--- src/rtl/voice_alloc.sv ---
// Polyphonic voice allocator: serial note-on/off events, lowest-free allocation,
// oldest-voice stealing by LRU rank, with popcount of the active-voice mask.

package voice_alloc_pkg;
  localparam int OSC_VOICES = 4;
endpackage

// Population count of a bit vector.
module bitcount #(
  parameter int W = 4
) (
  input  logic [W-1:0]           bits,
  output logic [$clog2(W+1)-1:0] count
);
  localparam int CW = $clog2(W+1);

  // Sum of set bits.
  always_comb begin
    count = {CW{1'b0}};
    for (int i = 0; i < W; i++) begin
      count = count + CW'(bits[i]);
    end
  end
endmodule

module voice_alloc
  import voice_alloc_pkg::*;
#(
  parameter int VOICES = OSC_VOICES,
  parameter int NOTE_W = 7
) (
  input  logic                       clk_i,
  input  logic                       nrst_i,
  input  logic                       note_on_i,
  input  logic                       note_off_i,
  input  logic [NOTE_W-1:0]          note_i,
  output logic                       ready_o,
  output logic [VOICES-1:0]          voice_en_o,
  output logic [VOICES*NOTE_W-1:0]   voice_note_o,
  output logic [VOICES-1:0]          trig_o,
  output logic                       stolen_o,
  output logic [$clog2(VOICES+1)-1:0] active_cnt_o
);
  localparam int RW = $clog2(VOICES);
  localparam int CW = $clog2(VOICES+1);

  typedef enum logic [1:0] {
    IDLE   = 2'd0,
    SCAN   = 2'd1,
    COMMIT = 2'd2
  } state_t;

  state_t                     state_r;
  logic                       ready_r;
  logic [VOICES-1:0]          voice_en_r;
  logic [VOICES*NOTE_W-1:0]   voice_note_r;
  logic [VOICES-1:0]          trig_r;
  logic                       stolen_r;
  logic [CW-1:0]              active_cnt_r;
  logic [RW-1:0]              rank_r [VOICES];

  logic [NOTE_W-1:0]          note_r;
  logic                       is_off_r;
  logic [RW-1:0]              idx_r;
  logic                       match_found_r;
  logic [RW-1:0]              match_idx_r;
  logic                       free_found_r;
  logic [RW-1:0]              free_idx_r;
  logic [RW-1:0]              old_idx_r;

  logic [NOTE_W-1:0]          note_arr_s [VOICES];
  logic [RW-1:0]              tgt_s;
  logic [RW-1:0]              tgt_rank_s;
  logic                       alloc_s;
  logic [VOICES-1:0]          en_nxt_s;
  logic [VOICES*NOTE_W-1:0]   note_nxt_s;
  logic [RW-1:0]              rank_nxt_s [VOICES];
  logic [VOICES-1:0]          trig_nxt_s;
  logic                       stolen_nxt_s;
  logic [CW-1:0]              cnt_nxt_s;

  assign ready_o      = ready_r;
  assign voice_en_o   = voice_en_r;
  assign voice_note_o = voice_note_r;
  assign trig_o       = trig_r;
  assign stolen_o     = stolen_r;
  assign active_cnt_o = active_cnt_r;

  // Unpack the note fields for per-voice indexing during the scan.
  always_comb begin
    for (int v = 0; v < VOICES; v++) begin
      note_arr_s[v] = voice_note_r[v*NOTE_W +: NOTE_W];
    end
  end

  // Commit target: the matching voice first, then the lowest free one, else the oldest.
  always_comb begin
    alloc_s = 1'b0;
    if (is_off_r) begin
      tgt_s = match_idx_r;
    end else if (match_found_r) begin
      tgt_s = match_idx_r;
    end else if (free_found_r) begin
      tgt_s   = free_idx_r;
      alloc_s = 1'b1;
    end else begin
      tgt_s = old_idx_r;
    end
    tgt_rank_s = rank_r[tgt_s];
  end

  // Next-state voice table applied at the COMMIT edge.
  always_comb begin
    en_nxt_s     = voice_en_r;
    note_nxt_s   = voice_note_r;
    trig_nxt_s   = {VOICES{1'b0}};
    stolen_nxt_s = 1'b0;
    for (int v = 0; v < VOICES; v++) begin
      rank_nxt_s[v] = rank_r[v];
    end

    if (is_off_r) begin
      if (match_found_r) begin
        en_nxt_s[tgt_s] = 1'b0;
        for (int v = 0; v < VOICES; v++) begin
          if (voice_en_r[v] && (rank_r[v] > tgt_rank_s)) begin
            rank_nxt_s[v] = rank_r[v] - 1'b1;
          end else begin
            rank_nxt_s[v] = rank_r[v];
          end
        end
      end else begin
        en_nxt_s = voice_en_r;
      end
    end else begin
      // An allocation ages every active voice; a retrigger or steal only ages voices newer than the target.
      for (int v = 0; v < VOICES; v++) begin
        if (voice_en_r[v] && (alloc_s || (rank_r[v] < tgt_rank_s))) begin
          rank_nxt_s[v] = rank_r[v] + 1'b1;
        end else begin
          rank_nxt_s[v] = rank_r[v];
        end
      end
      rank_nxt_s[tgt_s] = {RW{1'b0}};
      en_nxt_s[tgt_s]   = 1'b1;
      trig_nxt_s[tgt_s] = 1'b1;
      stolen_nxt_s      = !match_found_r && !free_found_r;
      for (int v = 0; v < VOICES; v++) begin
        if (RW'(v) == tgt_s) begin
          note_nxt_s[v*NOTE_W +: NOTE_W] = note_r;
        end else begin
          note_nxt_s[v*NOTE_W +: NOTE_W] = voice_note_r[v*NOTE_W +: NOTE_W];
        end
      end
    end

    for (int v = 0; v < VOICES; v++) begin
      if (!en_nxt_s[v]) begin
        rank_nxt_s[v] = {RW{1'b0}};
      end else begin
        rank_nxt_s[v] = rank_nxt_s[v];
      end
    end
  end

  bitcount #(.W(VOICES)) u_bitcount (
    .bits  (en_nxt_s),
    .count (cnt_nxt_s)
  );

  // Allocator FSM with all registered outputs.
  always_ff @(posedge clk_i or negedge nrst_i) begin
    if (!nrst_i) begin
      state_r       <= IDLE;
      ready_r       <= 1'b1;
      voice_en_r    <= {VOICES{1'b0}};
      voice_note_r  <= {(VOICES*NOTE_W){1'b0}};
      trig_r        <= {VOICES{1'b0}};
      stolen_r      <= 1'b0;
      active_cnt_r  <= {CW{1'b0}};
      note_r        <= {NOTE_W{1'b0}};
      is_off_r      <= 1'b0;
      idx_r         <= {RW{1'b0}};
      match_found_r <= 1'b0;
      match_idx_r   <= {RW{1'b0}};
      free_found_r  <= 1'b0;
      free_idx_r    <= {RW{1'b0}};
      old_idx_r     <= {RW{1'b0}};
      for (int v = 0; v < VOICES; v++) begin
        rank_r[v] <= {RW{1'b0}};
      end
    end else begin
      trig_r   <= {VOICES{1'b0}};
      stolen_r <= 1'b0;
      case (state_r)
        IDLE: begin
          if (note_on_i || note_off_i) begin
            note_r        <= note_i;
            is_off_r      <= note_off_i;
            idx_r         <= {RW{1'b0}};
            match_found_r <= 1'b0;
            free_found_r  <= 1'b0;
            ready_r       <= 1'b0;
            state_r       <= SCAN;
          end else begin
            ready_r <= 1'b1;
            state_r <= IDLE;
          end
        end
        SCAN: begin
          if (voice_en_r[idx_r] && (note_arr_s[idx_r] == note_r)) begin
            match_found_r <= 1'b1;
            match_idx_r   <= idx_r;
          end else begin
            match_found_r <= match_found_r;
          end
          if (!voice_en_r[idx_r] && !free_found_r) begin
            free_found_r <= 1'b1;
            free_idx_r   <= idx_r;
          end else begin
            free_found_r <= free_found_r;
          end
          if (voice_en_r[idx_r] && (rank_r[idx_r] == RW'(VOICES-1))) begin
            old_idx_r <= idx_r;
          end else begin
            old_idx_r <= old_idx_r;
          end
          if (idx_r == RW'(VOICES-1)) begin
            state_r <= COMMIT;
          end else begin
            idx_r <= idx_r + 1'b1;
          end
        end
        COMMIT: begin
          voice_en_r   <= en_nxt_s;
          voice_note_r <= note_nxt_s;
          trig_r       <= trig_nxt_s;
          stolen_r     <= stolen_nxt_s;
          active_cnt_r <= cnt_nxt_s;
          for (int v = 0; v < VOICES; v++) begin
            rank_r[v] <= rank_nxt_s[v];
          end
          ready_r <= 1'b1;
          state_r <= IDLE;
        end
        default: begin
          ready_r <= 1'b1;
          state_r <= IDLE;
        end
      endcase
    end
  end
endmodule

--- config.mk ---
export PLATFORM = sky130hd
export DESIGN_NAME = voice_alloc
export DESIGN_NICKNAME = d
export VERILOG_FILES = /design/src/rtl/voice_alloc.sv
export SDC_FILE = /design/constraint.sdc
export NUM_CORES = 1
export LEC_CHECK = 0
export ABC_AREA = 1
export BUFFER_PORTS_ARGS = -buffer_cell sky130_fd_sc_hd__buf_2
export CAP_MARGIN = 0
export CORE_MARGIN = 2
export CORE_UTILIZATION = 39
export CTS_CLUSTER_SIZE = 10
export DETAILED_ROUTE_END_ITERATION = 8
export PLACE_DENSITY = 0.66
export SETUP_SLACK_MARGIN = 0.2
export SKIP_CTS_REPAIR_TIMING = 1
export SLEW_MARGIN = 10
export SYNTH_ARGS = -nofsm -noshare
export SYNTH_HDL_FRONTEND = slang
export SYNTH_SLANG_ARGS = --single-unit
--- constraint.sdc ---
create_clock -name clk_i -period 2.42 [get_ports clk_i]
set_input_delay 0.242 -clock clk_i [delete_from_list [all_inputs] [get_ports clk_i]]
set_output_delay 0.242 -clock clk_i [all_outputs]
set_load 0.1 [all_outputs]
======== Word level (Yosys, flattened, before mapping) ========
Cells that the tools add are included.
W data, S select, Z words.
cells by class
  $add $sub $neg .......................... 12
  magnitude comparators ................... 14
  equal/unequal tests ..................... 21
  mux-type cells .......................... 58
  bitwise gates (word level) .............. 8
  reduce and logical (&&, ||, !) cells .... 40
operators with widths
  cell                   count
  $mux W2                27
  $reduce_and A3 Y1      11
  $ne A3 B3 Y1 const B   7
  $mux W4                4
  $mux W8                2
  $bmux W7 S2            1
  $logic_and A1 B1 Y1    14
  $mux W7                2
  $mux W1                12
  $add A2 B1 Y2 const B  5
  $ne A2 B2 Y1 const B   5
  $and A8 B8 Y8          1
  $bmux W2 S2            2
  $gt A2 B2 Y1           4
  $lt A2 B2 Y1           4
  $not A8 Y8             1
  $pmux W2 S2            2
  $reduce_and A2 Y1      4
  $sub A2 B1 Y2 const B  4
  $eq A7 B7 Y1           1
  $add A3 B1 Y3          2
  $eq A2 B2 Y1 const B   3
  $ge A3 B3 Y1 const B   2
  $lt A2 B3 Y1 const B   2
  20 further kinds       31
storage, ports and cells
  register bits after elaboration ......... 69
  output and inout port bits .............. 41
  logic and storage cells ................. 175

======== Longest topological paths before layout ========
Gate-level depths: netlist of run 1.
  depth after elaboration ................. 15
  gate-level depth with buffers ........... 22
  gate-level depth less buffers ........... 21

======== By module ========
A second synthesis of run 1 with hierarchy kept.
second synthesis, totals
  cells, all modules ...................... 492
  area total of the unflattened synthesis .. 3871.2 um^2
modules (own cells, without submodules)
  module       instances  cells each  area each (um^2)
  voice_alloc  1          484         3807.4
  bitcount     1          8           63.8

======== Worst setup path after synthesis of run 1 ========
No wires, ideal clock.
  path type ............................... flip-flop to flip-flop
  from .................................... register match_found_r
  to ...................................... register active_cnt_r[1], in the netlist active_cnt_o[1]
  library setup time ...................... 0.122 ns
  data arrival time ....................... 2.364 ns
  data required time ...................... 2.298 ns
  setup slack ............................. -0.067 ns
  cell stages (with the launch flop) ...... 15
  cell sequence ........................... dfrtp_1 -> buf_6 -> nor2_8 -> nand3_2 -> nand2_4 -> inv_1 -> nor2_2 -> nand2_1 -> nand2_1 -> o21ai_0 -> ha_1 -> fa_1 -> ha_1 -> nand2_1 -> nand2_1
between the ends
  cells in the longest elaborated chain, start to end .. 13
  elaborated cells between the ends (all ways) .. 15
RTL lines
  item                                                                       RTL line  RTL
  from (decl)                                                                65        logic match_found_r;
  from (signal assigned)                                                     215       match_found_r <= match_found_r;
  $mux W2                                                                    101       end else if (match_found_r) begin
  $mux W2                                                                    99        if (is_off_r) begin
  $lt A2 B3 Y1 (implied by the code) / $ge A2 B1 Y1 (equally long branches)  124, 145
  $logic_and A1 B1 Y1 (implied by the code)                                  124, 145
  $mux W1 (implied by the code)                                              124, 145
  $demux W1 S2                                                               124, 145
  $not A4 Y4 (no source line)                                                n/a
  $and A4 B4 Y4 (no source line)                                             n/a
  $mux W4                                                                    123       if (match_found_r) begin
  $mux W4 *                                                                  122       if (is_off_r) begin
  named net en_nxt_s[1]                                                      75        logic [VOICES-1:0] en_nxt_s;
  $add A1 B1 Y2 *                                                            21        count = count + CW'(bits[i]);
  $add A3 B1 Y3 * (2 in series)                                              21
  named net cnt_nxt_s[1]                                                     80        logic [CW-1:0] cnt_nxt_s;
  to (signal assigned)                                                       180       active_cnt_r <= {CW{1'b0}};
  to (signal assigned)                                                       239       active_cnt_r <= cnt_nxt_s;
  to (decl)                                                                  59        logic [CW-1:0] active_cnt_r;
The timed path passes the listed nets; every way through them passes the cells marked *.
A chain may end at the register's enable or synchronous reset.

======== Worst setup path after layout of run 1 ========
  from .................................... register is_off_r
  to ...................................... register rank_r[0] in the netlist's numbering
between the ends
  cells in the longest elaborated chain, start to end .. 13
  elaborated cells between the ends (all ways) .. 35
RTL lines
  item                                         RTL line  RTL
  from (decl)                                  63        logic is_off_r;
  from (signal assigned)                       199       is_off_r <= note_off_i;
  $mux W2                                      99
  $not A2 Y3 (implied by the code)             109, 144
  $bmux W2 S2                                  109       tgt_rank_s = rank_r[tgt_s];
  $mux W2 (implied by the code) (2 in series)  109
  $lt A2 B2 Y1                                 138       if (voice_en_r[v] && (alloc_s || (rank_r[v] < tgt_rank_s))) begin
  $logic_or A1 B1 Y1                           138
  $logic_and A1 B1 Y1                          138
  $mux W2                                      138
  $mux W2                                      122
  $and A8 B8 Y8 (no source line)               n/a
  $mux W8                                      122
  $mux W2                                      158       if (!en_nxt_s[v]) begin
  to (signal, indexed assignment)              190       rank_r[v] <= {RW{1'b0}};
  to (signal, indexed assignment)              241       rank_r[v] <= rank_nxt_s[v];
  to (decl)                                    60        logic [RW-1:0] rank_r [VOICES];
Parallel ways exist; a longest one is shown, timed or not. The select of a mux whose other input is x is not followed.

==> results_dict.tcl, run 1 <==
set metrics [dict create \
    holdWs_ns 0.0950 \
    dp_hpwl_mm 7.14 \
    path_delay_family "simple AND/OR/NAND/NOR gates" \
    worstHoldPathType "input port to flop" \
    antenna_found_initial 0 \
    cts_tree "done" \
    fin_crit_ns 2.39 \
    wl_mm 10.0 \
    critical_path_class "flop to flop" \
    drv_slew 0 \
    setup_viol 0 \
    synth_seq_cells 69 \
    route.antenna.remaining_nets 0 \
    synth_area_per_cell_um2 7.97 \
    path_cells "nor2_8 -> nand2_2 -> nand2_4 -> nand2_4 -> buf_6 -> nor2_4 -> inv_2 -> o221ai_2 -> inv_2 -> ha_2 -> nand3_1 -> nand3_1 -> nand2_2 -> nand3_2 -> nand2_1 -> nand2_1 -> nor2_2" \
    drc 0 \
    max_cap_viol_count 0 \
    rsz0062_at_grt "yes" \
    wl_per_cell_um 14.4 \
    grt_pass1_wl_mm 16.4 \
    synth-edff-count 0 \
    grt_usage 0.201 \
    grt_pass1_vias 3439 \
    io_buffers 51 \
    htree_levels 3 \
    crit_slowest_cell "dfrtp_2" \
    die_w_um 103 \
    clk_pin_slew_ns 0.08 \
    finalCritPeriodShare 0.987 \
    syn_to_final_growth_pct 25.1 \
    overflow 0 \
    min-delay-start "note_i[5]" \
    synthArstFlopShare 1.00 \
    critPathCaptureType "flop" \
    critPathBufInv 3 \
    start_util 0.398 \
    required_ns 2.65 \
    rows 36 \
    numCtsBuffers 9 \
    dpl.cell_count 676 \
    fmax_mhz 419 \
    max_slew_margin 0.605 \
    synth.distinct_cells 42 \
    die_h_um 103 \
    first_pass_iters 4 \
    drive_gt1_frac 0.316 \
    fillers 949 \
    timing.rr.start "is_off_r$_DFFE_PN0P_" \
    skew_ns 0.0132 \
    grt_max_degree 49 \
    ys_seq_area_frac 0.451 \
    yosys.area.top_type "dfrtp_1" \
    arrival_ns 2.62 \
    core_area_um2 9640 \
    first_iter_violations 171 \
    die-area_um2 10600 \
    fin_tns_setup_ns 0 \
    clk_path_buf_depth 2 \
    reg2reg_depth 17 \
    tightest_slew_ns 0.593 \
    finalHoldViolCount 0 \
    io_pins 52 \
    slowest_delay_ns 0.49 \
    gp_congestion 0.891 \
    syn_area_um2 3830 \
    synth_top_cell_area_share 0.444 \
    hold_depth 3 \
    fin_util 0.498 \
    synth_cells 481 \
    critPathLaunchType "flop" \
    syn-num-nets 500 \
    critPathLaunch "is_off_r$_DFFE_PN0P_" \
    crit_fanout 5 \
    cts.sinks 69 \
    n_antenna_cell 0 \
    vias_per_cell 5.02 \
    clockRootBuffer "clkbuf_8" \
    vias 3496 \
    synth_area_leaders "dfrtp_1 (44%), nand2_1 (12%), o21ai_0 (6.4%)" \
    outcome "finished, final reports clean" \
    num-nets-final 577 \
    fin_cells 696 \
    cp.depth 17 \
    yosys_warnings 0 \
    insertion_delay_ns 0.35 \
    synth_ff_type "dfrtp_1" \
]
==> logic make-up after synthesis <==
logic type | synth area share
and+or+nand+nor | 0.300
AOI/OAI and AO/OA | 0.129
DFF | 0.451
buffers and inverters | 0.0786
adders and majority gates | 0.0281
xor gates and xnor gates | 0.0137
==> cells in the final DEF (no fill, tap or decap), types with 5 or more instances in the layout <==
cell type and n:
nand3_2 12, buf_2 51, nand4_1 6, dfrtp_1 64
o21ai_1 23, a21oi_1 9, nand3_1 31, nor2_1 27
nand2_1 114, inv_2 8, nand2_2 24, o21ai_0 46
inv_1 40, xor2_1 5, buf_4 27, nor2_2 8
clkbuf_8 9
==> flip-flops by register name, summed over array words and instances (netlist names), 3 cells and up <==
name	flops
voice_en_o	4
note_r	7
voice_note_o	28
active_cnt_o	3
trig_o	4
rank_r	8
==> final timing paths <==
| path | endpoint | slack [ns] |
|---|---|---|
| max | rank_r[0]$_DFFE_PN0P_ | 0.03 |
| min | note_r[5]$_DFFE_PN0P_ | 0.1 |
| max reg2reg | rank_r[0]$_DFFE_PN0P_ | 0.03 |
| min reg2reg | active_cnt_o[1]$_DFFE_PN0P_ | 0.48 |
| max in group asynchronous | ready_o$_DFFE_PN1N_ | 1.27 |
| min in group asynchronous | rank_r[3]$_DFFE_PN0P_ | 0.43 |
==> layer usage <==
| metal | routed length, um | share of wire | track usage | vias to the layer above |
|---|---|---|---|---|
| met2 | 4900 | 0.49 | 0.348 | 89 |
| met1 | 4560 | 0.46 | 0.251 | 1656 |
| met4 | 169 | 0.017 | 0.0789 | 0 |
| li1 | - | - | - | 1733 |
| met5 | 0 | 0 | 0 | - |
| met3 | 389 | 0.039 | 0.0312 | 18 |
==> Yosys cell counts (6+ instances only) <==
library cell and instances:
a21oi_1 9, buf_2 7, dfrtp_1 68, ha_1 7, inv_1 46, nand2_1 127, nand2_2 11, nand3_1 36
nand3_2 8, nand4_1 6, nor2_1 28, nor2_2 9, o21ai_0 49, o21ai_1 20
==> tightest hold or removal path, cell delays in order <==
cell,delay [ns]
buf_2,0.07
nand2_1,0.04
o21ai_0,0.06
==> per-stage QoR <==
stage,setup WS [ns],instance area (um2)
after floorplan,0.0681,3870
after global placement,0.0335,4400
after detailed placement,-0.0347,4400
after CTS,-0.0578,4640
after global routing,-0.0953,4800
final,0.0326,4800
==> cell type report <==
class / count / area (um2) / share of cell area
repair buffers: 81 / 499 / 0.104
clock buffers: 10 / 128 / 0.0266
flip-flops and latches: 69 / 1730 / 0.361
multi-input cells: 344 / 1940 / 0.404
inverters: 53 / 218 / 0.0454
clock inverters: 6 / 113 / 0.0235
well taps: 133 / 166 / 0.0347
Power of run 1 is not shown: default switching activity piles up to over one toggle a cycle in this logic, so the estimate is an artifact.
==> run 2: changes to the inputs <==
CELL_PAD_IN_SITES_DETAIL_PLACEMENT = 1   (was not set)
CELL_PAD_IN_SITES_GLOBAL_PLACEMENT = 2   (was not set)
CORE_MARGIN = not set   (was 2)
CORE_UTILIZATION = 31   (was 39)
PLACE_DENSITY = 0.83   (was 0.66)
==> run 2 against run 1 <==
  * Clock skew fell by 0.0053 ns
  * Sequential cell count stayed put
  * Critical endpoint is now rank_r[2]$_DFFE_PN0P_
  * Cell count increased by 1.9%
  * Clock-buffer cell count unchanged
  * Utilization decreased by 9.3 points
==> results_dict.tcl, run 2 (synthesis results as in run 1) <==
set metrics [dict create \
    outcome "finished, final reports clean" \
    arrival_ns 2.67 \
    finalHoldViolCount 0 \
    dp_hpwl_mm 8.49 \
    route.antenna.remaining_nets 0 \
    clk_pin_slew_ns 0.06 \
    stdcell_area_um2 4860 \
    dpl.cell_count 688 \
    core_area_um2 12000 \
    wl_per_cell_um 16.0 \
    rsz0062_at_grt "yes" \
    final_common_cell "nand2_1" \
    setup_viol 0 \
    worst-r2r-setup-slack_ns 0.03 \
    worstReg2RegEnd "rank_r[2]$_DFFE_PN0P_" \
    drv_slew 0 \
    use_met1 0.240 \
    cts.sinks 69 \
    die_w_um 113 \
    hold_depth 3 \
    num-nets-final 576 \
    required_ns 2.69 \
    drc 0 \
    tightest_slew_ns 0.572 \
    drive_gt1_frac 0.320 \
    n_antenna_cell 0 \
    die_h_um 113 \
    holdWs_ns 0.108 \
    vias_per_cell 4.94 \
    critPathCaptureType "flop" \
    grt_max_degree 32 \
    insertion_delay_ns 0.33 \
    crit_fanout 5 \
    min-delay-start "note_i[4]" \
    critPathLaunchType "flop" \
    numCtsBuffers 9 \
    grt.met3_usage 0.0386 \
    grt_busiest_layer "met2" \
    fin_crit_ns 2.39 \
    reg2reg_depth 18 \
    clk_path_buf_depth 2 \
    first_pass_iters 4 \
    io_buffers 51 \
    die-area_um2 12800 \
    finalCritPeriodShare 0.989 \
    fin_util 0.404 \
    syn_to_final_growth_pct 26.6 \
    max_cap_viol_count 0 \
    max_slew_margin 0.617 \
    clockRootBuffer "clkbuf_16" \
    htree_levels 3 \
    gp_congestion 0.802 \
    first_iter_violations 134 \
    place_area_um2 4390 \
    grt_usage 0.193 \
    cts_tree "done" \
    fmax_mhz 418 \
    grt_pass1_vias 3701 \
    start_util 0.319 \
    timing.rr.start "is_off_r$_DFFE_PN0P_" \
    rows 40 \
    largest_reg_flops 28 \
    critical_path_class "flop to flop" \
    grt_pass1_wl_mm 19.0 \
    overflow 0 \
    grt_util_met2 0.338 \
    wl_mm 11.4 \
    antenna_found_initial 0 \
    fillers 1486 \
    worstHoldPathType "input port to flop" \
    fin_cells 709 \
    io_pins 52 \
    skew_ns 0.00787 \
    vias 3501 \
    layout_common_cells "nand2_1 (112), dfrtp_1 (65), buf_2 (51)" \
    min_to "note_r[4]$_DFFE_PN0P_" \
]
==> run 2: changes by cell type in the layout (fill, tap and decap cells not counted), moves of 3 or more <==
cell,delta
bufinv_16,-3
clkbuf_16,+9
clkinvlp_4,+3
clkbuf_8,-8
==> run 2: worst max-delay path by stage <==
stage | from | end | slack (ns) | cells after the start
after floorplan | is_off_r$_DFFE_PN0P_ | active_cnt_o[1]$_DFFE_PN0P_ | 0.07 | 16
after global placement | is_off_r$_DFFE_PN0P_ | rank_r[7]$_DFFE_PN0P_ | 0.02 | 17
after detailed placement | is_off_r$_DFFE_PN0P_ | rank_r[2]$_DFFE_PN0P_ | -0.06 | 19
after CTS | is_off_r$_DFFE_PN0P_ | rank_r[2]$_DFFE_PN0P_ | -0.08 | 19
after global routing | is_off_r$_DFFE_PN0P_ | rank_r[4]$_DFFE_PN0P_ | -0.15 | 19
final | is_off_r$_DFFE_PN0P_ | rank_r[2]$_DFFE_PN0P_ | 0.03 | 18
==> run 2: per-layer routing <==
layer | routed length [um] | up-vias
li1 | - | 1728
met1 | 5070 | 1706
met2 | 5720 | 58
met3 | 442 | 9
met4 | 131 | 0
met5 | 0 | -
==> run 2: worst max-delay path: stages, from the launching register on <==
cell and delay (ns):
dfrtp_2 0.48, nor2_8 0.20, nand3_4 0.10, nand3_4 0.15, inv_4 0.05, nor2_4 0.13, inv_2 0.06, o221ai_2 0.18
inv_2 0.11, ha_2 0.18, inv_1 0.06, nand2_1 0.06, nand2_2 0.07, nand3_1 0.09, nand2_2 0.11, nand3_2 0.09
nand2_1 0.07, nand2_1 0.06, nor2_2 0.07
==> run 2: cell type report <==
class	count	area, um2	area share
Multi-Input combinational cell	344	1960	0.404
Sequential cell	69	1730	0.357
Timing Repair Buffer	80	479	0.0987
Clock buffer	10	239	0.0492
Inverter	53	215	0.0443
Tap cell	147	184	0.0379
Clock inverter	6	45.0	0.00928
==> run 2: per-stage QoR <==
| step | setup TNS, ns | worst slack (ns) |
|---|---|---|
| detailed placement | -0.217 | -0.0640 |
| global placement | 0 | 0.0216 |
| finish | 0 | 0.0265 |
| CTS | -0.391 | -0.0844 |
| global route | -1.07 | -0.146 |
| floorplan | 0 | 0.0681 |
Power of run 2 is left out for the same reason.
